==> src/rtl/jtframe_cenwait.sv <==
// Gates a CPU clock enable while ROM data or a slow device is not ready, and
// repays the suppressed pulses later on the 180-degree cen_b slots.
module jtframe_cenwait #(
    parameter int unsigned DW      = 4,
    parameter int unsigned RECOVER = 1,
    parameter int unsigned MAXWAIT = 255
) (
    input  logic          clk,
    input  logic          rst,
    input  logic          cen_in,
    input  logic          cen_b,
    input  logic          rom_cs,
    input  logic          rom_ok,
    input  logic          dev_busy,
    output logic          cen_out,
    output logic          stall,
    output logic [DW-1:0] debt,
    output logic          timeout
);

    typedef enum logic [1:0] {StIdle, StCheck, StAccess} st_t;

    localparam logic [7:0] MaxWaitC = 8'(MAXWAIT);
    localparam logic       Recover  = (RECOVER != 0);

    st_t        st;
    logic [7:0] wait_cnt;
    logic [7:0] wait_nx;
    logic       rom_wait;

    // rom_ok in the first clk of an access still belongs to the previous access
    always_comb begin
        rom_wait = (st == StCheck) | ((st == StIdle) & rom_cs) | ((st == StAccess) & ~rom_ok);
        stall    = rom_wait | dev_busy;
        wait_nx  = (wait_cnt == 8'hff) ? wait_cnt : wait_cnt + 8'd1;
    end

    always_ff @(posedge clk or posedge rst) begin
        if (rst) begin
            st       <= StIdle;
            cen_out  <= 1'b0;
            debt     <= '0;
            timeout  <= 1'b0;
            wait_cnt <= 8'd0;
        end else begin
            case (st)
                StIdle:   if (rom_cs) st <= StCheck;
                StCheck:  st <= rom_cs ? StAccess : StIdle;
                StAccess: if (!rom_cs) st <= StIdle;
                default:  st <= StIdle;
            endcase

            if (cen_in && stall) begin
                cen_out  <= 1'b0;
                wait_cnt <= wait_nx;
                if (debt != '1) debt <= debt + DW'(1);
                if (wait_nx == MaxWaitC) timeout <= 1'b1;
            end else if (cen_in) begin
                cen_out  <= 1'b1;
                wait_cnt <= 8'd0;
            end else if (cen_b && !stall && Recover && debt != '0) begin
                cen_out <= 1'b1;
                debt    <= debt - DW'(1);
            end else begin
                cen_out <= 1'b0;
            end
        end
    end

endmodule

==> config.mk <==
export PLATFORM = sky130hd
export DESIGN_NAME = jtframe_cenwait
export DESIGN_NICKNAME = d
export VERILOG_FILES = /design/src/rtl/jtframe_cenwait.sv
export SDC_FILE = /design/constraint.sdc
export NUM_CORES = 1
export LEC_CHECK = 0
export ABC_AREA = 1
export BUFFER_PORTS_ARGS = -buffer_cell sky130_fd_sc_hd__buf_2
export CORE_MARGIN = 4
export CORE_UTILIZATION = 35
export DETAILED_ROUTE_END_ITERATION = 7
export PLACE_DENSITY = 0.63
export SYNTH_ARGS = -nofsm -noshare
export SYNTH_HDL_FRONTEND = slang
export SYNTH_SLANG_ARGS = --single-unit
==> constraint.sdc <==
create_clock -name clk -period 2.2 [get_ports clk]
set_input_delay 0.11 -clock clk [delete_from_list [all_inputs] [get_ports clk]]
set_output_delay 0.11 -clock clk [all_outputs]
set_load 0.02 [all_outputs]
**After elaboration in Yosys (flattened, before gate mapping)**

Index checks and enable logic that the tools add are counted.

- Memories: 0
- Output and inout port bits: 7
- Input port bits: 7
- Latch bits: 0
- Flip-flop bits (word level): 16
- RAM bits: 0
- Bits in read-only memories: 0

- Eq/ne operators: 9
- Reductions and logical operators: 11
- Add/sub/neg operators: 3
- Multipliers: 0
- $lt $le $gt $ge: 0
- Mux-type cells: 14
- Bitwise operators: 6
- Shifts and indexed selects: 0
- Div/mod/pow operators: 0

Operators with widths:

| cell | count |
|---|---|
| 2-to-1 mux 8 bit | 3 |
| equality test 8 bit, second input constant | 2 |
| 2-to-1 mux 4 bit | 4 |
| adder 8 x 1 -> 8 bit, second input constant | 1 |
| 2-to-1 mux 2 bit | 3 |
| one-hot mux 2 bit (3 select lines) | 1 |
| adder 4 x 1 -> 4 bit, second input constant | 1 |
| inequality test 2 x 1 -> 1 bit, second input constant | 2 |
| inequality test 2 bit, second input constant | 2 |
| inequality test 4 bit, second input constant | 1 |
| AND reduction 2 bit | 2 |
| nonzero test 2 bit | 2 |
| nonzero test 4 bit | 1 |
| subtractor 4 x 1 -> 4 bit, second input constant | 1 |
| logical AND 1 bit | 3 |
| 2-to-1 mux 1 bit | 3 |
| bitwise OR 1 bit | 3 |
| AND reduction 3 bit | 1 |
| bitwise AND 1 bit | 2 |
| equality test 2 x 1 -> 1 bit, second input constant | 1 |
| equality test 2 bit, second input constant | 1 |
| logical NOT 2 bit | 1 |
| logical NOT 1 bit | 1 |
| NOT 1 bit | 1 |

**Logic depth before layout (Yosys ltp)**

- Depth in word-level cells: 11
- Depth in mapped cells: 13

**Worst setup path before layout**

OpenSTA, ideal clock, no wires.

- Kind: register -> register
- Start: register st[0]
- End: register debt[3]
- Stages on the path, launching flop included: 14
- Path slack: 0.419 ns
- Data arrival time: 1.663 ns
- Library setup time: 0.117 ns
- Path buffers: 0
- Required time: 2.083 ns
- Cell sequence: dfrtp_1 -> inv_1 -> nand3_2 -> nand3_4 -> nand2_4 -> ha_1 -> nand2_1 -> nand2_1 -> a21oi_1 -> inv_1 -> nand2_1 -> nand3_1 -> nand2_1 -> nand2_1

- Word-level cells in the longest chain between the ends: 10
- Elaborated cells between the ends (all ways): 17
- Classes of those cells: 4 x eq/ne; 1 x mux; 5 x bitwise; 7 x reduce/logical

Ends and longest elaborated chain:

| what | RTL line | RTL |
|---|---|---|
| start: declaration | 26 | `st_t st;` |
| start signal: assignment | 40 | `st <= StIdle;` |
| start signal: assignment | 47 | `StIdle: if (rom_cs) st <= StCheck;` |
| start signal: assignment | 48 | `StCheck: st <= rom_cs ? StAccess : StIdle;` |
| logical NOT 2 bit | 33 | `rom_wait = (st == StCheck) \| ((st == StIdle) & rom_cs) \| ((st == StAccess) & ~rom_ok);` |
| bitwise AND 1 bit | 33 |  |
| bitwise OR 1 bit | 33 |  |
| bitwise OR 1 bit (*) | 33 |  |
| bitwise OR 1 bit (*) | 34 | `stall = rom_wait \| dev_busy;` |
| net stall | 16 | `output logic stall,` |
| logical NOT 1 bit | 61 | `end else if (cen_b && !stall && Recover && debt != '0) begin` |
| logical AND 1 bit (2 in series) | 61 |  |
| nonzero test 2 bit (no source line) | -- |  |
| AND reduction 3 bit (no source line) | -- |  |
| end signal: assignment | 56 | `if (debt != '1) debt <= debt + DW'(1);` |
| end signal: assignment | 63 | `debt <= debt - DW'(1);` |
| end: declaration | 17 | `output logic [DW-1:0] debt,` |

Mark *: on every way through the listed nets, which the timed path passes. The rest lies on a longest branch.
A chain may end at the register's enable or synchronous reset.

**Worst setup path after layout**

- Start: register st[0]
- End: register debt[3]

- Word-level cells in the longest chain between the ends: 10
- Elaborated cells between the ends (all ways): 17
- Classes of those cells: 4 x eq/ne; 1 x mux; 5 x bitwise; 7 x reduce/logical

Ends and longest elaborated chain:

| what | RTL line |
|---|---|
| logical NOT 2 bit | 33 |
| bitwise AND 1 bit | 33 |
| bitwise OR 1 bit | 33 |
| bitwise OR 1 bit (*) | 33 |
| bitwise OR 1 bit (*) | 34 |
| logical NOT 1 bit | 61 |
| logical AND 1 bit (2 in series) | 61 |
| nonzero test 2 bit (no source line) | -- |
| AND reduction 3 bit (no source line) | -- |

Every way passes the cells marked *; elsewhere a longest branch is shown, timed or not.

==> results by group <==
Clock tree
  • Clock Sinks: 16
  • Htree depth: 1
  • Clk pin slew, worst setup/hold paths: about 80 ps
  • CTS tree: built
  • Worst skew pair latency: approximately 280 ps
  • Post_cts resized: 0
  • CTS Buf Count: 3
  • Worst-case clock buffer depth: 2
  • Root Driver: clkbuf_4

Logic synthesis
  • Ys Warns: 0
  • Largest area contributor in the netlist: dfrtp_1
  • Seq/Total Area, Yosys: 0.387
  • Synth Instances: roughly 130
  • Syn avg cell area: between 7 and 8 um^2
  • Synthesized area: 1030 um^2
  • Synth area leaders: dfrtp_1 (39%), nand2_1 (15%), inv_1 (6.2%)
  • FF+latch count, synth: 16
  • Post-Syn Nets: roughly 140
  • Top-area cell type share of the netlist area: 0.387
  • Synth cell types: 26

Cells and area
  • Filler cells: approximately 280
  • Most common cell after layout, fill and taps aside: nand2_1
  • Area grow syn2layout: 12.7%
  • Diodes inserted: 0
  • Layout cells sized above 1: 0.203
  • Most frequent cells in the layout: nand2_1 (41), inv_1 (17), dfrtp_1 (16), buf_2 (13), nor2_1 (11)
  • Layout Nets: around 160
  • Post-route cell area: between 1000 and 1500 um^2

Drt
  • Via-per-instance ratio: about 4.8
  • Initial DRC Count: 26
  • Final ANT Viol Nets: 0
  • DR pass1 iterations: 5
  • Vias: between 800 and 900
  • Number of remaining DRC errors: 0
  • Drt total wl: approximately 2.0 mm
  • DR WL/cell: between 10 and 15 um

Critical path
  • Worst Path Class, Setup: register to register
  • Data required time of the critical path: between 2000 and 2500 ps
  • Setup crit end kind: register
  • Slowest stage cell on the critical path: dfrtp_1
  • R2R Setup Slk: about 370 ps
  • Critical Path Most Common Cell: nand2_1
  • CP Launch Type: register
  • Crit-path cells: inv_1 -> nand3_2 -> nand3_4 -> nand2_4 -> ha_1 -> nand2_1 -> nand2_1 -> a21oi_1 -> inv_1 -> nand2_1 -> nand3_1 -> nand2_1 -> nand2_1
  • CP arrival: approximately 2000 ps
  • CP peak stage delay: between 400 and 500 ps
  • Crit Path Max Fanout: 8

STA
  • Hold Vio Cnt, Final: 0
  • Total Neg Setup Slack: 0 ps
  • # setup viols final: 0
  • Setup Skew: roughly 1.8 ps
  • Tmin final: about 1800 ps
  • Relative slew slack: 0.594
  • Worst slew pin tran: ~600 ps
  • Final Max Slew Viols: 0
  • Unrepaired setup endpoints after global routing: false
  • Fmax achieved: 0.545 GHz
  • Final worst-path cycle share: 0.833

Place
  • RD Place Congestion: about 0.86
  • DP Wirelength: between 1.5 and 2 mm
  • Placed Instance Area: approximately 1100 um^2
  • Port-buffer cells: 13

Global route
  • Overflow after GRT: 0
  • Vias in the first global route: roughly 870
  • Largest net degree at the start of global routing: 17
  • Initial antenna violation count: 0
  • Total Routing Usage GR: 0.108
  • First-pass GRT wire length: around 3.5 mm

Pwr
  • Clock share of power: 0.136
  • Comb pwr share: 0.427
  • PD cells: approximately 930 nW/um^2
  • Psw: around 460 uW
  • Peak VDD IR: about 0.64 mV
  • Leak: between 0.5 and 0.6 nW
  • Register share of total power: 0.437
  • P_int: between 600 and 700 uW
  • Switch share: 0.424

Run
  • Maxcap violations: 0

Status
  • Status: finished, final reports clean

Floorplanning
  • Die area: 3890 um^2
  • Row count: 19
  • Initial Utilization: 0.372
  • IO Count: 14
  • Die width: between 60 and 70 um
  • Core area: 2780 um^2
  • Die Span Y: 62.4 um

Worst hold path
  • Min-Delay Path Class: primary input to register
metal layers:
| layer | track usage | routed length [um] | up-vias |
|---|---|---|---|
| li1 | - | - | 451 |
| met1 | 0.137 | 934 | 385 |
| met2 | 0.185 | 958 | 17 |
| met3 | 0.0108 | 52 | 2 |
| met4 | 0.0477 | 10 | 0 |
| met5 | 0 | 0 | - |
worst max-delay path: cells and delay by family, from the launching register on:
kind	cells	cell delay, ps
AND/OR/NAND/NOR	9	700
adder cells (fa/ha/maj)	1	290
buffers and inverters	2	170
flip-flops	1	410
AO/OA/AOI/OAI	1	150
flip-flops by register name, indices dropped and copies added, names as in the netlist:
signal,count
wait_cnt,8
debt,4
st,2
cen_out,1
timeout,1
stage by stage:
stage | setup slack, ps | power, mW | cells | hold slack (ps) | util
floorplan | 419 | 0.828 | 132 | 23.7 | -
global placement | 417 | 0.941 | 175 | 211 | 0.408
detailed placement | 363 | 0.948 | 175 | 225 | 0.408
CTS | 354 | 1.10 | 179 | 96.3 | 0.419
global route | 144 | 1.20 | 179 | 101 | 0.419
finish | 366 | 1.09 | 179 | 103 | 0.419
synthesized netlist by cell type, drive strengths merged:
library cell and count:
xor2 1, xnor2 3, inv 19, nand3 12
o21bai 1, nand2 45, buf 1, o22ai 3
fa 1, dfrtp 16, ha 3, nand4 3
a21oi 1, nor2 12, o21ai 11
logic make-up after synthesis:
| logic type | share of synthesized area |
|---|---|
| xor gates and xnor gates | 0.0411 |
| adders and majority gates | 0.0556 |
| DFF | 0.387 |
| and+or+nand+nor | 0.331 |
| AOI/OAI and AO/OA | 0.109 |
| buffers and inverters | 0.0762 |
layout make-up:
type | count | area, um^2 | area share
sequential | 16 | 400 | 0.343
multi-input combinational | 96 | 556 | 0.476
tap | 31 | 38.8 | 0.0333
inverter | 19 | 73.8 | 0.0633
clock buffer | 3 | 22.5 | 0.0193
timing repair buffer | 14 | 75.1 | 0.0644
power by group through the flow:
stage | registers (mW) | logic [mW] | clock network (mW)
finish | 0.475 | 0.463 | 0.147
global route | 0.493 | 0.534 | 0.173
CTS | 0.476 | 0.471 | 0.156
detailed placement | 0.482 | 0.466 | 0
global placement | 0.480 | 0.461 | 0
floorplan | 0.510 | 0.318 | 0
path summary, 6_finish.rpt:
| check | endpoint | from | cells after the start |
|---|---|---|---|
| worst min-delay path | st[0] | rom_cs | 3 |
| max in group asynchronous | wait_cnt[0] | rst | 3 |
| worst max register to register | debt[3] | st[0] | 13 |
| worst max-delay path | debt[3] | st[0] | 13 |
| worst min register to register | timeout | timeout | 2 |
| min in group asynchronous | wait_cnt[2] | rst | 3 |
timing repair:
item / 4_1_cts / 5_1_grt
buffers inserted: 0 / 0
hold endpoints to repair: 16 / 0
endpoints found under the setup margin: 0 / 0
hold buffers: 1 / 0
Power figures use the tool's default switching activity.
